===== src/rtl/mux_nx1_par_serial.sv =====
// -----------------------------------------------------------------------------
// mux_nx1_par_serial
//
// N-lane parallel-to-serial multiplexer for the PHY transmit path. A frame of
// NUM_LANES lanes (DATA_W data bits + 1 valid bit each) is captured into a
// shadow register on a load cycle. The lanes are then emitted one per clock,
// lane 0 first, on a registered serial lane. While enable stays high, frames
// follow each other back to back with no gap. Dropping enable lets the current
// frame drain, after which the block returns to idle.
//
// Optional build macro: MUX_NX1_LANE_ID_EN
//   When defined, the lane_id_out port is present. It is registered alongside
//   data_out.
//
// Ports:
//   clk_4f       in   single fast clock; all logic runs on its rising edge
//   reset        in   synchronous, active-high
//   enable       in   run request; sampled only at frame boundaries
//   data_in      in   NUM_LANES*DATA_W; lane k at [k*DATA_W +: DATA_W]
//   valid_in     in   NUM_LANES; bit k is the valid bit of lane k
//   load         out  combinational; high in the cycle whose closing edge
//                     captures data_in/valid_in
//   data_out     out  registered serial data
//   valid_out    out  registered valid bit of the emitted lane
//   sof_out      out  registered; high while lane 0 is on data_out
//   lane_id_out  out  registered index of the emitted lane
//                     (only with MUX_NX1_LANE_ID_EN)
// -----------------------------------------------------------------------------
module mux_nx1_par_serial #(
    parameter int DATA_W       = 8,
    parameter int NUM_LANES    = 4,
    parameter int MASK_INVALID = 1,
    parameter int PH_W         = (NUM_LANES > 1) ? $clog2(NUM_LANES) : 1
) (
    input  logic                          clk_4f,
    input  logic                          reset,
    input  logic                          enable,
    input  logic [NUM_LANES*DATA_W-1:0]   data_in,
    input  logic [NUM_LANES-1:0]          valid_in,
    output logic                          load,
    output logic [DATA_W-1:0]             data_out,
    output logic                          valid_out,
    output logic                          sof_out
`ifdef MUX_NX1_LANE_ID_EN
    ,
    output logic [PH_W-1:0]               lane_id_out
`endif
);

    typedef enum logic [0:0] {
        ST_IDLE = 1'b0,
        ST_RUN  = 1'b1
    } state_t;

    localparam logic [PH_W-1:0] LAST_PH = PH_W'(NUM_LANES - 1);

    state_t                         state_r;
    state_t                         state_nxt_s;
    logic [PH_W-1:0]                phase_r;
    logic [PH_W-1:0]                phase_nxt_s;
    logic [NUM_LANES*DATA_W-1:0]    shadow_data_r;
    logic [NUM_LANES-1:0]           shadow_valid_r;
    logic                           load_s;
    logic                           emit_s;
    logic [DATA_W:0]                lane_s;
    logic [DATA_W-1:0]              lane_data_s;
    logic                           lane_valid_s;

    // Select lane 'ph' from the shadow as {data, valid}. A compare loop keeps
    // unused phase codes harmless for non-power-of-two lane counts.
    function automatic logic [DATA_W:0] pick_lane(
        input logic [NUM_LANES*DATA_W-1:0] d,
        input logic [NUM_LANES-1:0]        v,
        input logic [PH_W-1:0]             ph
    );
        logic [DATA_W:0] r;
        r = {(DATA_W + 1){1'b0}};
        for (int k = 0; k < NUM_LANES; k++) begin
            r = (PH_W'(k) == ph) ? {d[k*DATA_W +: DATA_W], v[k]} : r;
        end
        return r;
    endfunction

    // Next-state, next-phase and load decode for the idle/run sequencer.
    always_comb begin
        state_nxt_s = state_r;
        phase_nxt_s = phase_r;
        load_s      = 1'b0;
        emit_s      = 1'b0;
        case (state_r)
            ST_IDLE: begin
                if (enable) begin
                    load_s      = 1'b1;
                    phase_nxt_s = {PH_W{1'b0}};
                    state_nxt_s = ST_RUN;
                end else begin
                    phase_nxt_s = {PH_W{1'b0}};
                end
            end
            ST_RUN: begin
                emit_s = 1'b1;
                if (phase_r != LAST_PH) begin
                    phase_nxt_s = phase_r + PH_W'(1);
                end else if (enable) begin
                    // Frame boundary with run request: reload so the next
                    // lane 0 follows the last lane on the very next edge.
                    load_s      = 1'b1;
                    phase_nxt_s = {PH_W{1'b0}};
                end else begin
                    // Frame boundary without request: drain complete.
                    phase_nxt_s = {PH_W{1'b0}};
                    state_nxt_s = ST_IDLE;
                end
            end
            default: begin
                phase_nxt_s = {PH_W{1'b0}};
                state_nxt_s = ST_IDLE;
            end
        endcase
    end

    // Current-lane extraction with optional masking of invalid lanes.
    always_comb begin
        lane_s       = pick_lane(shadow_data_r, shadow_valid_r, phase_r);
        lane_data_s  = lane_s[DATA_W:1];
        lane_valid_s = lane_s[0];
        if ((MASK_INVALID != 0) && !lane_valid_s) begin
            lane_data_s = {DATA_W{1'b0}};
        end else begin
            lane_data_s = lane_s[DATA_W:1];
        end
    end

    // load is suppressed while reset is asserted so no capture is advertised.
    assign load = load_s & ~reset;

    // Sequencer state, shadow capture and registered serial outputs.
    always_ff @(posedge clk_4f) begin
        if (reset) begin
            state_r        <= ST_IDLE;
            phase_r        <= {PH_W{1'b0}};
            shadow_data_r  <= {(NUM_LANES*DATA_W){1'b0}};
            shadow_valid_r <= {NUM_LANES{1'b0}};
            data_out       <= {DATA_W{1'b0}};
            valid_out      <= 1'b0;
            sof_out        <= 1'b0;
`ifdef MUX_NX1_LANE_ID_EN
            lane_id_out    <= {PH_W{1'b0}};
`endif
        end else begin
            state_r <= state_nxt_s;
            phase_r <= phase_nxt_s;
            if (load_s) begin
                shadow_data_r  <= data_in;
                shadow_valid_r <= valid_in;
            end
            if (emit_s) begin
                data_out  <= lane_data_s;
                valid_out <= lane_valid_s;
                sof_out   <= (phase_r == {PH_W{1'b0}});
`ifdef MUX_NX1_LANE_ID_EN
                lane_id_out <= phase_r;
`endif
            end else begin
                data_out  <= {DATA_W{1'b0}};
                valid_out <= 1'b0;
                sof_out   <= 1'b0;
`ifdef MUX_NX1_LANE_ID_EN
                lane_id_out <= {PH_W{1'b0}};
`endif
            end
        end
    end

endmodule


===== config.mk =====
export PLATFORM = sky130hd
export DESIGN_NAME = mux_nx1_par_serial
export DESIGN_NICKNAME = d
export VERILOG_FILES = /design/src/rtl/mux_nx1_par_serial.sv
export SDC_FILE = /design/constraint.sdc
export NUM_CORES = 1
export LEC_CHECK = 0
export ABC_AREA = 0
export ABC_CLOCK_PERIOD_IN_PS = 1780
export BUFFER_PORTS_ARGS = -buffer_cell sky130_fd_sc_hd__buf_2
export CORE_MARGIN = 4
export CORE_UTILIZATION = 25
export CTS_CLUSTER_DIAMETER = 200
export CTS_CLUSTER_SIZE = 25
export DETAILED_ROUTE_END_ITERATION = 8
export PLACE_DENSITY = 0.49
export SYNTH_ARGS = -nofsm -noshare
export SYNTH_HDL_FRONTEND = slang
export SYNTH_SLANG_ARGS = --single-unit

===== constraint.sdc =====
create_clock -name clk_4f -period 1.78 [get_ports clk_4f]
set_input_delay 0.178 -clock clk_4f [delete_from_list [all_inputs] [get_ports clk_4f]]
set_output_delay 0.178 -clock clk_4f [all_outputs]
set_load 0.05 [all_outputs]

# ---- After elaboration in Yosys (flattened, before gate mapping)
# Cells that the tools add are included.
dict set report word_totals {
  n_memories 0
  input_bits 39
  reg_bits 49
  rom_bits 0
  ram_bits 0
  latchBits 0
  elab_cells 32
}
dict set report classes {
  reduce_logical 3
  n_eq_ne 4
  mul 0
  n_div 0
  addsub 1
  shifts 0
  muxes 12
  order_cmp 0
  bitwise 5
}
# cell count
set ops {}
lappend ops {{two-way mux 9 bit} 4}
lappend ops {{== test 2 bit, first input constant} 2}
lappend ops {{two-way mux 1 bit} 4}
lappend ops {{NOT 1 bit} 4}
lappend ops {{case mux 1 bit (2 select lines)} 2}
lappend ops {{case mux 2 bit (2 select lines)} 1}
lappend ops {{OR reduction 3 bit} 1}
lappend ops {{adder 2 x 1 -> 2 bit, second input constant} 1}
lappend ops {{== test 1 x 2 -> 1 bit, first input constant} 1}
lappend ops {{zero test 2 bit} 1}
lappend ops {{two-way mux 2 bit} 1}
lappend ops {{inequality test 2 bit, second input constant} 1}
lappend ops {{OR reduction 2 bit} 1}
lappend ops {{AND 1 bit} 1}

# ---- Longest topological paths before layout
# Gate-level depths: netlist (run 1).
dict set report depth {
  depth_word 7
  ltp_mapped 7
  ltp_nobuf 5
}

# ---- Worst setup path after synthesis (run 1)
# No wires, ideal clock.
dict set report synth_timing {
  path_kind {reg2out}
  from {reg phase_r[0]}
  to {out load}
  path_stages_with_launch 6
  t_required_ps 1602
  setup_slack_ps -313
  path_buffers 2
  arrival_ps 1915
  path_cell_list {dfxtp_1 > ha_1 > nor2b_1 > buf_2 > clkbuf_2 > nor3_1}
}
dict set report synth_between {
  elab_chain_len 4
}
# item line
set synth_lines {}
lappend synth_lines {{start, declared} 59} ;# logic [PH_W-1:0] phase_r;
lappend synth_lines {{start signal, assigned} 141} ;# phase_r <= {PH_W{1'b0}};
lappend synth_lines {{start signal, assigned} 152} ;# phase_r <= phase_nxt_s;
lappend synth_lines {{inequality test 2 bit} 102} ;# if (phase_r != LAST_PH) begin
lappend synth_lines {{two-way mux 1 bit} 102}
lappend synth_lines {{case mux 1 bit (2 select lines)} 90} ;# case (state_r)
lappend synth_lines {{AND 1 bit} 135} ;# assign load = load_s & ~reset;
lappend synth_lines {{end, declared} 40} ;# output logic load,
# No other way between the ends.

# ---- Final worst setup path (run 1)
# Same ends and word-level chain as after synthesis.

==> summary.txt, run 1 <==
Run status
  – Run status: complete, no violations

Setup path
  – Maximum fanout along the worst path: 9
  – RR Endpoint: data_out[7]
  – Critical path class: flip-flop to output port
  – Largest delay share family, worst path: flip-flops
  – Worst Path Buf+Inv: 1
  – CP Data Arrival Time: 1470 ps
  – Last element of the critical path: load
  – Worst path depth: 4
  – Worst path max stage delay: 400 ps
  – R2R cell count: 5
  – Critical-path cell list: ha_2 > nor2b_2 > nor3_2 > clkbuf_4
  – R2R Path Start: phase_r[0]
  – Setup crit start: phase_r[0]
  – Critical Path RT: 1600 ps
  – Slowest-stage cell, CP: dfxtp_1
  – Critical Path End Type: output port
  – Crit start category: flip-flop
  – Reg2Reg Setup Slack: 160 ps

Routing
  – DRC violations left: 0
  – Iteration-0 DRC count of the detailed router: 126
  – Drt wl/cell: 14.5 um
  – Post-Route WL: 5.82 mm
  – Remaining antenna violation count: 0
  – Vias after detailed routing: 1936
  – Vias per inst: 4.82
  – DRT Pass-1 Iters: 4

Place
  – Dpl cells: 394
  – I/O Buffers: 49
  – Pre-CTS setup slack: 86.0 ps
  – RePlAce Congestion: 0.792
  – Dpl hpwl: 4.45 mm

Synth
  – Syn Inst Count: 254
  – Synth cell count leaders: 49 x dfxtp_1, 37 x a21oi_1, 36 x nand3_1
  – Post-synthesis compound-gate area fraction: 24.3%
  – Async SR Flop Fraction: 0%
  – Synth warn: 0
  – Register area share after synthesis: 44.7%
  – Avg Cell Area, Syn: 8.65 sq um
  – Mux contribution to synthesized area: 0%
  – Synth area leader: dfxtp_1
  – Yosys top cell area share: 44.7%
  – Post-synthesis adder-cell area fraction: 2.28%
  – Largest cells by area after synthesis: dfxtp_1 45%, a21oi_1 8.4%, nand3_1 8.2%
  – Simple-gate share of the synthesized area: 20.5%
  – Xor-xnor portion of the synthesized cell area: 0%
  – Synth Register Bits: 49
  – Top FF cell, synth: dfxtp_1
  – Yosys cell types: 28
  – Post-Syn Area: 2200 sq um
  – Net Count, Synth: 297
  – Largest family of logic cells by synthesized area: compound AO/OA/AOI/OAI gates
  – Post-synth EDFFs: 0
  – Top-count cell post-synth: dfxtp_1

Cells and area
  – Layout area overhead: 20.3%
  – Final non-filler cell total: 402
  – Layout cell share with drive strength beyond 1: 27.6%
  – Antenna cells: 0
  – Nets@finish: 339

Floorplan
  – Die height: 102 um
  – Die Area: 10300 sq um
  – Die W: 102 um
  – Core ar.: 8380 sq um
  – Initial Util: 26.2%
  – # IOs: 50
  – # rows: 33

Power and ir drop
  – VDD IR max: 281 uV
  – Pwr Density: 796 nW/um^2
  – Leak: 1.00 nW

CTS
  – Hold Buf Count CTS: 0
  – Clk_lat worst skew: 300 ps
  – Htree depth: 2
  – Clock-pin slew on the worst setup and hold paths: 90 ps
  – Post-CTS Setup Inserts: 0
  – Sink Count: 49
  – Longest Clk Path Bufs: 2
  – CTS Buf Count: 5
  – Root Buffer: clkbuf_8
  – Post-CTS resize count: 1
  – CTS tree: done

STA
  – Slew @ Worst Pin: 453 ps
  – Fin crit period: 1650 ps
  – Final WS setup: 130 ps
  – Clock Skews: 6.19 ps
  – Slew Viols, Final: 0
  – Final hold viol count: 0
  – Slew margin rel.: 69.8%
  – FMAX: 606 MHz
  – Final Cycle Share: 92.7%
  – WHS: 124 ps
  – Unrepaired setup endpoints after global routing: no
  – TNS Setup: 0 ps
  – Final setup violation count: 0

Global routing
  – Vias in the first global route: 1980
  – Total congestion overflow: 0
  – All-Layer GR Usage: 11.9%
  – Pin count of the biggest net entering global routing: 37
  – Initial antenna violation count: 0
  – First-pass GRT wire length: 9.63 mm

Worst hold path
  – Worst Hold Class: input pin to flip-flop

Job
  – Max-Cap Viols: 0
## worst min path at each step
stage	from	endpoint	slack [ps]	cells past startpoint
2_1_floorplan	data_in[0]	shadow_data_r[0]	330	2
6_report	data_in[11]	shadow_data_r[11]	120	3
4_1_cts	data_in[11]	shadow_data_r[11]	110	3
5_1_grt	data_in[11]	shadow_data_r[11]	110	3
3_5_place_dp	data_in[11]	shadow_data_r[11]	440	3
3_3_place_gp	data_in[25]	shadow_data_r[25]	440	3
## per-layer routing
layer  GRT usage [%]  vias to the layer above  part of all wire [%]
li1                -                      999                     -
met3            3.10                        7                   5.2
met1            16.2                      880                    48
met5               0                        -                     0
met4            3.37                        0                   1.3
met2            18.5                       50                    45
## metrics by stage
step                instance area (sq um)  utilization, %  power (mW)
CTS                                  2640            31.5        2.13
finish                               2640            31.5        2.10
global route                         2640            31.5        2.22
floorplan                            2200               -        1.39
global placement                     2550            30.4        1.51
detailed placement                   2550            30.4        1.51
## flip-flops by register name, summed over array words and instances, names as in the netlist
signal	count
shadow_data_r	32
data_out	8
shadow_valid_r	4
phase_r	2
sof_out	1
state_r	1
valid_out	1
## cell usage in the layout (no fill, tap or decap), types with 4 or more instances in the layout
master / n
a211oi_1: 8
clkbuf_8: 5
nand3b_1: 8
nand3_1: 36
o21ai_0: 35
nor3_2: 4
a221o_1: 8
inv_1: 10
dfxtp_1: 49
buf_2: 48
a21oi_1: 37
nor3_1: 5
buf_4: 15
nor3b_1: 9
## final cells by class
| cell class | count | area (sq um) |
|---|---|---|
| Fill cell | 909 | 5740 |
| Multi-Input combinational cell | 165 | 1040 |
| Sequential cell | 49 | 981 |
| Timing Repair Buffer | 64 | 360 |
| Tap cell | 105 | 131 |
| Clock buffer | 6 | 72.6 |
| Inverter | 11 | 41.3 |
| Clock inverter | 2 | 10.0 |
## worst min-delay path: cells and delay by family
kind / cells / cell delay [ps]
AND/OR/NAND/NOR: 1 / 50
AO/OA/AOI/OAI: 1 / 50
buffers and inverters: 1 / 90
## where the power goes
group / switching (mW) / total, mW / internal [mW]
registers: 0.0322 / 1.18 / 1.15
clock network: 0.352 / 0.625 / 0.273
logic: 0.172 / 0.298 / 0.126
total: 0.557 / 2.10 / 1.55
## logic make-up after synthesis
| group | Yosys count |
|---|---|
| compound gates | 90 |
| simple gates | 71 |
| flops | 49 |
| buf+inv | 40 |
| fa+ha+maj | 4 |
(Power assumes the default switching activity.)
==> run 2, diff against run 1 <==
--- a/config.mk
+++ b/config.mk
@@ -10,6 +10,7 @@
 export BUFFER_PORTS_ARGS = -buffer_cell sky130_fd_sc_hd__buf_2
 export CORE_MARGIN = 4
 export CORE_UTILIZATION = 25
+export CTS_BUF_LIST = sky130_fd_sc_hd__clkbuf_4 sky130_fd_sc_hd__clkbuf_8
 export CTS_CLUSTER_DIAMETER = 200
 export CTS_CLUSTER_SIZE = 25
 export DETAILED_ROUTE_END_ITERATION = 8
==> summary.txt, run 2 (same netlist as run 1, synthesis figures left out) <==
Run status
  – Run status: complete, no violations (unchanged)

STA
  – Slew @ Worst Pin: 460 ps (was 453 ps)
  – Clock Skews: 8.39 ps (was 6.19 ps)
  – Final setup violation count: 0 (unchanged)
  – FMAX: 605 MHz (was 606 MHz)
  – Final hold viol count: 0 (unchanged)
  – TNS Setup: 0 ps (unchanged)
  – Final Cycle Share: 92.9% (was 92.7%)
  – Unrepaired setup endpoints after global routing: no (unchanged)
  – Slew Viols, Final: 0 (unchanged)
  – Slew margin rel.: 69.4% (was 69.8%)
  – Fin crit period: 1650 ps (about the same)

CTS
  – Clock-pin slew on the worst setup and hold paths: 90 ps (about the same)
  – Longest Clk Path Bufs: 2 (unchanged)
  – Root Buffer: clkbuf_8 (unchanged)
  – CTS tree: done (unchanged)
  – Hold Buf Count CTS: 0 (unchanged)
  – Clk_lat worst skew: 300 ps (about the same)
  – CTS Buf Count: 5 (unchanged)
  – Sink Count: 49 (unchanged)
  – Htree depth: 2 (unchanged)

Global routing
  – Pin count of the biggest net entering global routing: 37 (unchanged)
  – Initial antenna violation count: 0 (unchanged)
  – All-Layer GR Usage: 11.9% (about the same)
  – First-pass GRT wire length: 9.67 mm (was 9.63 mm)
  – Vias in the first global route: 1984 (was 1980)
  – Total congestion overflow: 0 (unchanged)

Floorplan
  – # IOs: 50 (unchanged)
  – Die Area: 10300 sq um (unchanged)
  – # rows: 33 (unchanged)
  – Core ar.: 8380 sq um (unchanged)
  – Die W: 102 um (unchanged)
  – Initial Util: 26.2% (unchanged)
  – Die height: 102 um (unchanged)

Cells and area
  – Antenna cells: 0 (unchanged)
  – Nets@finish: 339 (unchanged)
  – Final non-filler cell total: 402 (unchanged)
  – Most frequent cells in the layout: 49 x dfxtp_1, 48 x buf_2, 37 x a21oi_1 (unchanged)
  – Regs by FF count: shadow_data_r (32), data_out (8), shadow_valid_r (4) (unchanged)
  – Largest reg by FF count: shadow_data_r (unchanged)
  – Max FFs per register: 32 (unchanged)
  – Filler cells: 910 (was 909)
  – Layout cell share with drive strength beyond 1: 27.9% (was 27.6%)
  – Register Area: 981 sq um (unchanged)
  – Layout area overhead: 20.5% (was 20.3%)
  – Most common cell after layout, fill and taps aside: dfxtp_1 (unchanged)
  – Multi-input logic area: 1040 sq um (unchanged)
  – Cell area after layout: 2650 sq um (was 2640 sq um)

Place
  – Dpl cells: 394 (unchanged)
  – Area after DPL: 2550 sq um (unchanged)
  – Dpl hpwl: 4.45 mm (unchanged)
  – RePlAce Congestion: 0.792 (unchanged)
  – I/O Buffers: 49 (unchanged)

Setup path
  – Crit start category: flip-flop (unchanged)
  – Maximum fanout along the worst path: 9 (unchanged)
  – Reg2Reg Setup Slack: 160 ps (about the same)
  – CP Data Arrival Time: 1470 ps (about the same)
  – RR Endpoint: data_out[7] (unchanged)
  – Critical path class: flip-flop to output port (unchanged)
  – R2R cell count: 5 (unchanged)
  – Critical Path End Type: output port (unchanged)
  – Critical Path RT: 1600 ps (about the same)
  – R2R Path Start: phase_r[0] (unchanged)

Worst hold path
  – End of the worst hold path: shadow_data_r[23] (was shadow_data_r[11])
  – Worst Hold Class: input pin to flip-flop (unchanged)
  – Hold path depth: 3 (unchanged)
  – HP Start: data_in[23] (was data_in[11])

Routing
  – Iteration-0 DRC count of the detailed router: 115 (was 126)
  – Remaining antenna violation count: 0 (unchanged)
  – DRT Pass-1 Iters: 4 (unchanged)
  – Drt wl/cell: 14.6 um (was 14.5 um)
  – Vias after detailed routing: 1941 (was 1936)
  – DRC violations left: 0 (unchanged)
  – Post-Route WL: 5.86 mm (was 5.82 mm)
  – Vias per inst: 4.83 (was 4.82)

Power and ir drop
  – Leak: 1.00 nW (about the same)
  – VDD IR max: 308 uV (was 281 uV)
  – Pwr Density: 801 nW/um^2 (was 796 nW/um^2)

Job
  – Max-Cap Viols: 0 (unchanged)
-- run 2: cell counts in the layout (fill, tap and decap cells not counted) --
No cell type changed its count.
-- run 2: layer usage --
layer | part of all wire [%] | GRT usage [%] | vias to the layer above
li1 | - | - | 999
met1 | 48 | 16.1 | 888
met2 | 46 | 18.8 | 47
met3 | 4.8 | 3.10 | 7
met4 | 1.3 | 3.37 | 0
met5 | 0 | 0 | -
-- run 2: timing repair --
item,4_1_cts,5_1_grt
setup buffers,0,0
endpoints found under the setup margin,1,5
gates resized for setup,1,2
-- run 2: critical path: stages (launching register included) --
cell and delay (ps):
dfxtp_1 400, ha_2 300, nor2b_2 90, nor3_2 130, clkbuf_4 260
-- run 2: per-stage QoR --
step	util (%)	hold slack, ps	setup slack, ps	total power, mW
5_1_grt	31.6	107	5.49	2.24
3_5_place_dp	30.4	435	86.0	1.51
4_1_cts	31.5	114	68.6	2.14
6_report	31.6	121	127	2.12
3_3_place_gp	30.4	435	156	1.51
2_1_floorplan	-	326	119	1.39
-- run 2: final cells by class --
class / instances / share of cell area, %
Clock buffer: 6 / 2.89
Multi-Input combinational cell: 165 / 39.5
Tap cell: 105 / 4.97
Sequential cell: 49 / 37.1
Inverter: 11 / 1.56
Timing Repair Buffer: 64 / 13.6
Clock inverter: 2 / 0.378
-- run 2: where the power goes --
part | internal, mW | switching (mW) | total, mW
Combinational | 0.126 | 0.172 | 0.298
Sequential | 1.15 | 0.0325 | 1.18
Clock | 0.288 | 0.353 | 0.641
-- run 2: worst max path at each step --
stage | startpoint | to | slack (ps) | cells past startpoint
after global placement | phase_r[0] | data_out[7] | 160 | 5
after floorplan | phase_r[0] | load | 120 | 5
after global routing | phase_r[0] | load | 5 | 4
after detailed placement | phase_r[0] | data_out[7] | 90 | 5
final | phase_r[0] | load | 130 | 4
after CTS | phase_r[0] | load | 70 | 4
==> run 3, diff against run 2 <==
--- a/config.mk
+++ b/config.mk
@@ -8,13 +8,15 @@
 export ABC_AREA = 0
 export ABC_CLOCK_PERIOD_IN_PS = 1780
 export BUFFER_PORTS_ARGS = -buffer_cell sky130_fd_sc_hd__buf_2
+export CELL_PAD_IN_SITES_DETAIL_PLACEMENT = 2
+export CELL_PAD_IN_SITES_GLOBAL_PLACEMENT = 2
 export CORE_MARGIN = 4
 export CORE_UTILIZATION = 25
 export CTS_BUF_LIST = sky130_fd_sc_hd__clkbuf_4 sky130_fd_sc_hd__clkbuf_8
 export CTS_CLUSTER_DIAMETER = 200
 export CTS_CLUSTER_SIZE = 25
 export DETAILED_ROUTE_END_ITERATION = 8
-export PLACE_DENSITY = 0.49
+export PLACE_DENSITY = 0.71
 export SYNTH_ARGS = -nofsm -noshare
 export SYNTH_HDL_FRONTEND = slang
 export SYNTH_SLANG_ARGS = --single-unit
==> summary.txt, run 3 (same netlist as run 1, synthesis figures left out) <==
Setup path
  – Worst path max stage delay: 380 ps (was 400 ps)
  – Critical Path End Type: flip-flop (was output port)
  – Critical Path RT: 2000 ps (was 1600 ps)
  – Slowest-stage cell, CP: dfxtp_1 (unchanged)
  – CP Data Arrival Time: 1840 ps (was 1470 ps)
  – Worst Path Buf+Inv: 2 (was 1)
  – Critical path class: flip-flop to flip-flop (was flip-flop to output port)
  – Crit start category: flip-flop (unchanged)
  – Largest delay share family, worst path: flip-flops (unchanged)
  – Critical-path cell list: inv_1 > ha_2 > buf_4 > nand3b_1 > a221o_1 > nor3_1 (was ha_2 > nor2b_2 > nor3_2 > clkbuf_4)
  – Maximum fanout along the worst path: 8 (was 9)

Worst hold path
  – Worst Hold Class: input pin to flip-flop (unchanged)

Routing
  – DRC violations left: 0 (unchanged)
  – Iteration-0 DRC count of the detailed router: 46 (was 115)
  – Drt wl/cell: 17.0 um (was 14.6 um)
  – DRT Pass-1 Iters: 4 (unchanged)
  – Vias per inst: 5.00 (was 4.83)
  – Post-Route WL: 6.86 mm (was 5.86 mm)
  – Remaining antenna violation count: 0 (unchanged)
  – Vias after detailed routing: 2022 (was 1941)

CTS
  – Clk_lat worst skew: 300 ps (about the same)
  – Clock-pin slew on the worst setup and hold paths: 100 ps (was 90 ps)
  – Longest Clk Path Bufs: 2 (unchanged)
  – Post-CTS Setup Inserts: 0 (unchanged)
  – Root Buffer: clkbuf_8 (unchanged)
  – Htree depth: 2 (unchanged)
  – Sink Count: 49 (unchanged)
  – CTS Buf Count: 5 (unchanged)
  – CTS tree: done (unchanged)

Floorplan
  – # rows: 33 (unchanged)
  – Die Area: 10300 sq um (unchanged)
  – Die height: 102 um (unchanged)
  – Core ar.: 8380 sq um (unchanged)
  – # IOs: 50 (unchanged)
  – Initial Util: 26.2% (unchanged)
  – Die W: 102 um (unchanged)

Global routing
  – M1 GR Usage: 17.1% (was 16.1%)
  – Initial antenna violation count: 0 (unchanged)
  – All-Layer GR Usage: 13.6% (was 11.9%)
  – Total congestion overflow: 0 (unchanged)
  – Pin count of the biggest net entering global routing: 37 (unchanged)
  – Vias in the first global route: 2102 (was 1984)
  – Busiest layer in global routing: met2 (unchanged)
  – First-pass GRT wire length: 10.9 mm (was 9.67 mm)
  – Global routing met3 resource utilization: 2.27% (was 3.10%)
  – Routing usage on met2: 23.9% (was 18.8%)

Power and ir drop
  – Pwr Density: 857 nW/um^2 (was 801 nW/um^2)
  – VDD IR max: 330 uV (was 308 uV)
  – Total chip power: 2.31 mW (was 2.12 mW)
  – Leak: 1.02 nW (was 1.00 nW)

STA
  – Final Cycle Share: 91.0% (was 92.9%)
  – Slew margin rel.: 70.5% (was 69.4%)
  – Slew Viols, Final: 0 (unchanged)
  – Final setup violation count: 0 (unchanged)
  – Final hold viol count: 0 (unchanged)
  – Fin crit period: 1620 ps (was 1650 ps)
  – Clock Skews: 11.6 ps (was 8.39 ps)
  – Slew @ Worst Pin: 442 ps (was 460 ps)
  – Unrepaired setup endpoints after global routing: no (unchanged)
  – FMAX: 617 MHz (was 605 MHz)
  – TNS Setup: 0 ps (unchanged)

Run status
  – Run status: complete, no violations (unchanged)

Cells and area
  – Nets@finish: 341 (was 339)
  – Most frequent cells in the layout: 49 x dfxtp_1, 49 x buf_2, 37 x a21oi_1 (was 49 x dfxtp_1, 48 x buf_2, 37 x a21oi_1)
  – Layout cell share with drive strength beyond 1: 28.4% (was 27.9%)
  – Layout area overhead: 22.7% (was 20.5%)
  – Max FFs per register: 32 (unchanged)
  – Multi-input logic area: 1050 sq um (was 1040 sq um)
  – Filler cells: 972 (was 910)
  – Regs by FF count: shadow_data_r (32), data_out (8), shadow_valid_r (4) (unchanged)
  – Final Util: 32.2% (was 31.6%)
  – Antenna cells: 0 (unchanged)
  – Register Area: 981 sq um (unchanged)
  – Largest reg by FF count: shadow_data_r (unchanged)

Job
  – Max-Cap Viols: 0 (unchanged)

Place
  – Dpl hpwl: 5.14 mm (was 4.45 mm)
  – I/O Buffers: 49 (unchanged)
  – RePlAce Congestion: 0.772 (was 0.792)
-- run 3: cell count changes in the layout (fill, tap and decap cells not counted), sizes merged --
cell,delta
clkinv,-1
bufinv,+1
buf,+3
clkinvlp,+1
clkbuf,-2
-- run 3: worst paths after layout --
path                                  startpoint                 to  slack [ps]  cells after the start
worst max-delay path                  phase_r[1]        data_out[7]         160                      6
worst min-delay path                 data_in[17]  shadow_data_r[17]         110                      3
worst max register to register        phase_r[1]        data_out[7]         160                      6
worst min register to register  shadow_data_r[9]   shadow_data_r[9]         490                      2
-- run 3: final cells by class --
cell class	count	area share, %
tap	105	4.87
clock buffer	5	2.55
clock inverter	3	1.72
inverter	11	1.53
multi-input combinational	165	39.0
timing repair buffer	66	14.0
sequential	49	36.4
-- run 3: report_power, final --
part           switching [mW]  internal (mW)
sequential             0.0322           1.15
clock                   0.389          0.421
combinational           0.187          0.132
-- run 3: worst min-delay path, stage by stage --
cell and delay, ps:
buf_2 100, nand3_1 50, a21oi_1 50
-- run 3: routing by layer --
metal	routed length [um]	part of all wire, %
met4	66	0.96
met2	3500	51
met3	235	3.4
met5	0	0
met1	3060	45
-- run 3: metrics by stage --
step,setup WS [ps],instance area (sq um),hold slack (ps),std cells
6_report,160,2700,112,404
5_1_grt,52.1,2700,101,404
4_1_cts,28.3,2680,110,404
3_5_place_dp,105,2570,441,396
3_3_place_gp,249,2570,435,396
2_1_floorplan,119,2200,326,254
-- run 3: what timing repair did --
| item | 4_1_cts | 5_1_grt |
|---|---|---|
| resized for setup | 0 | 4 |
| hold buffers | 0 | 0 |
| setup endpoints to repair | 0 | 6 |
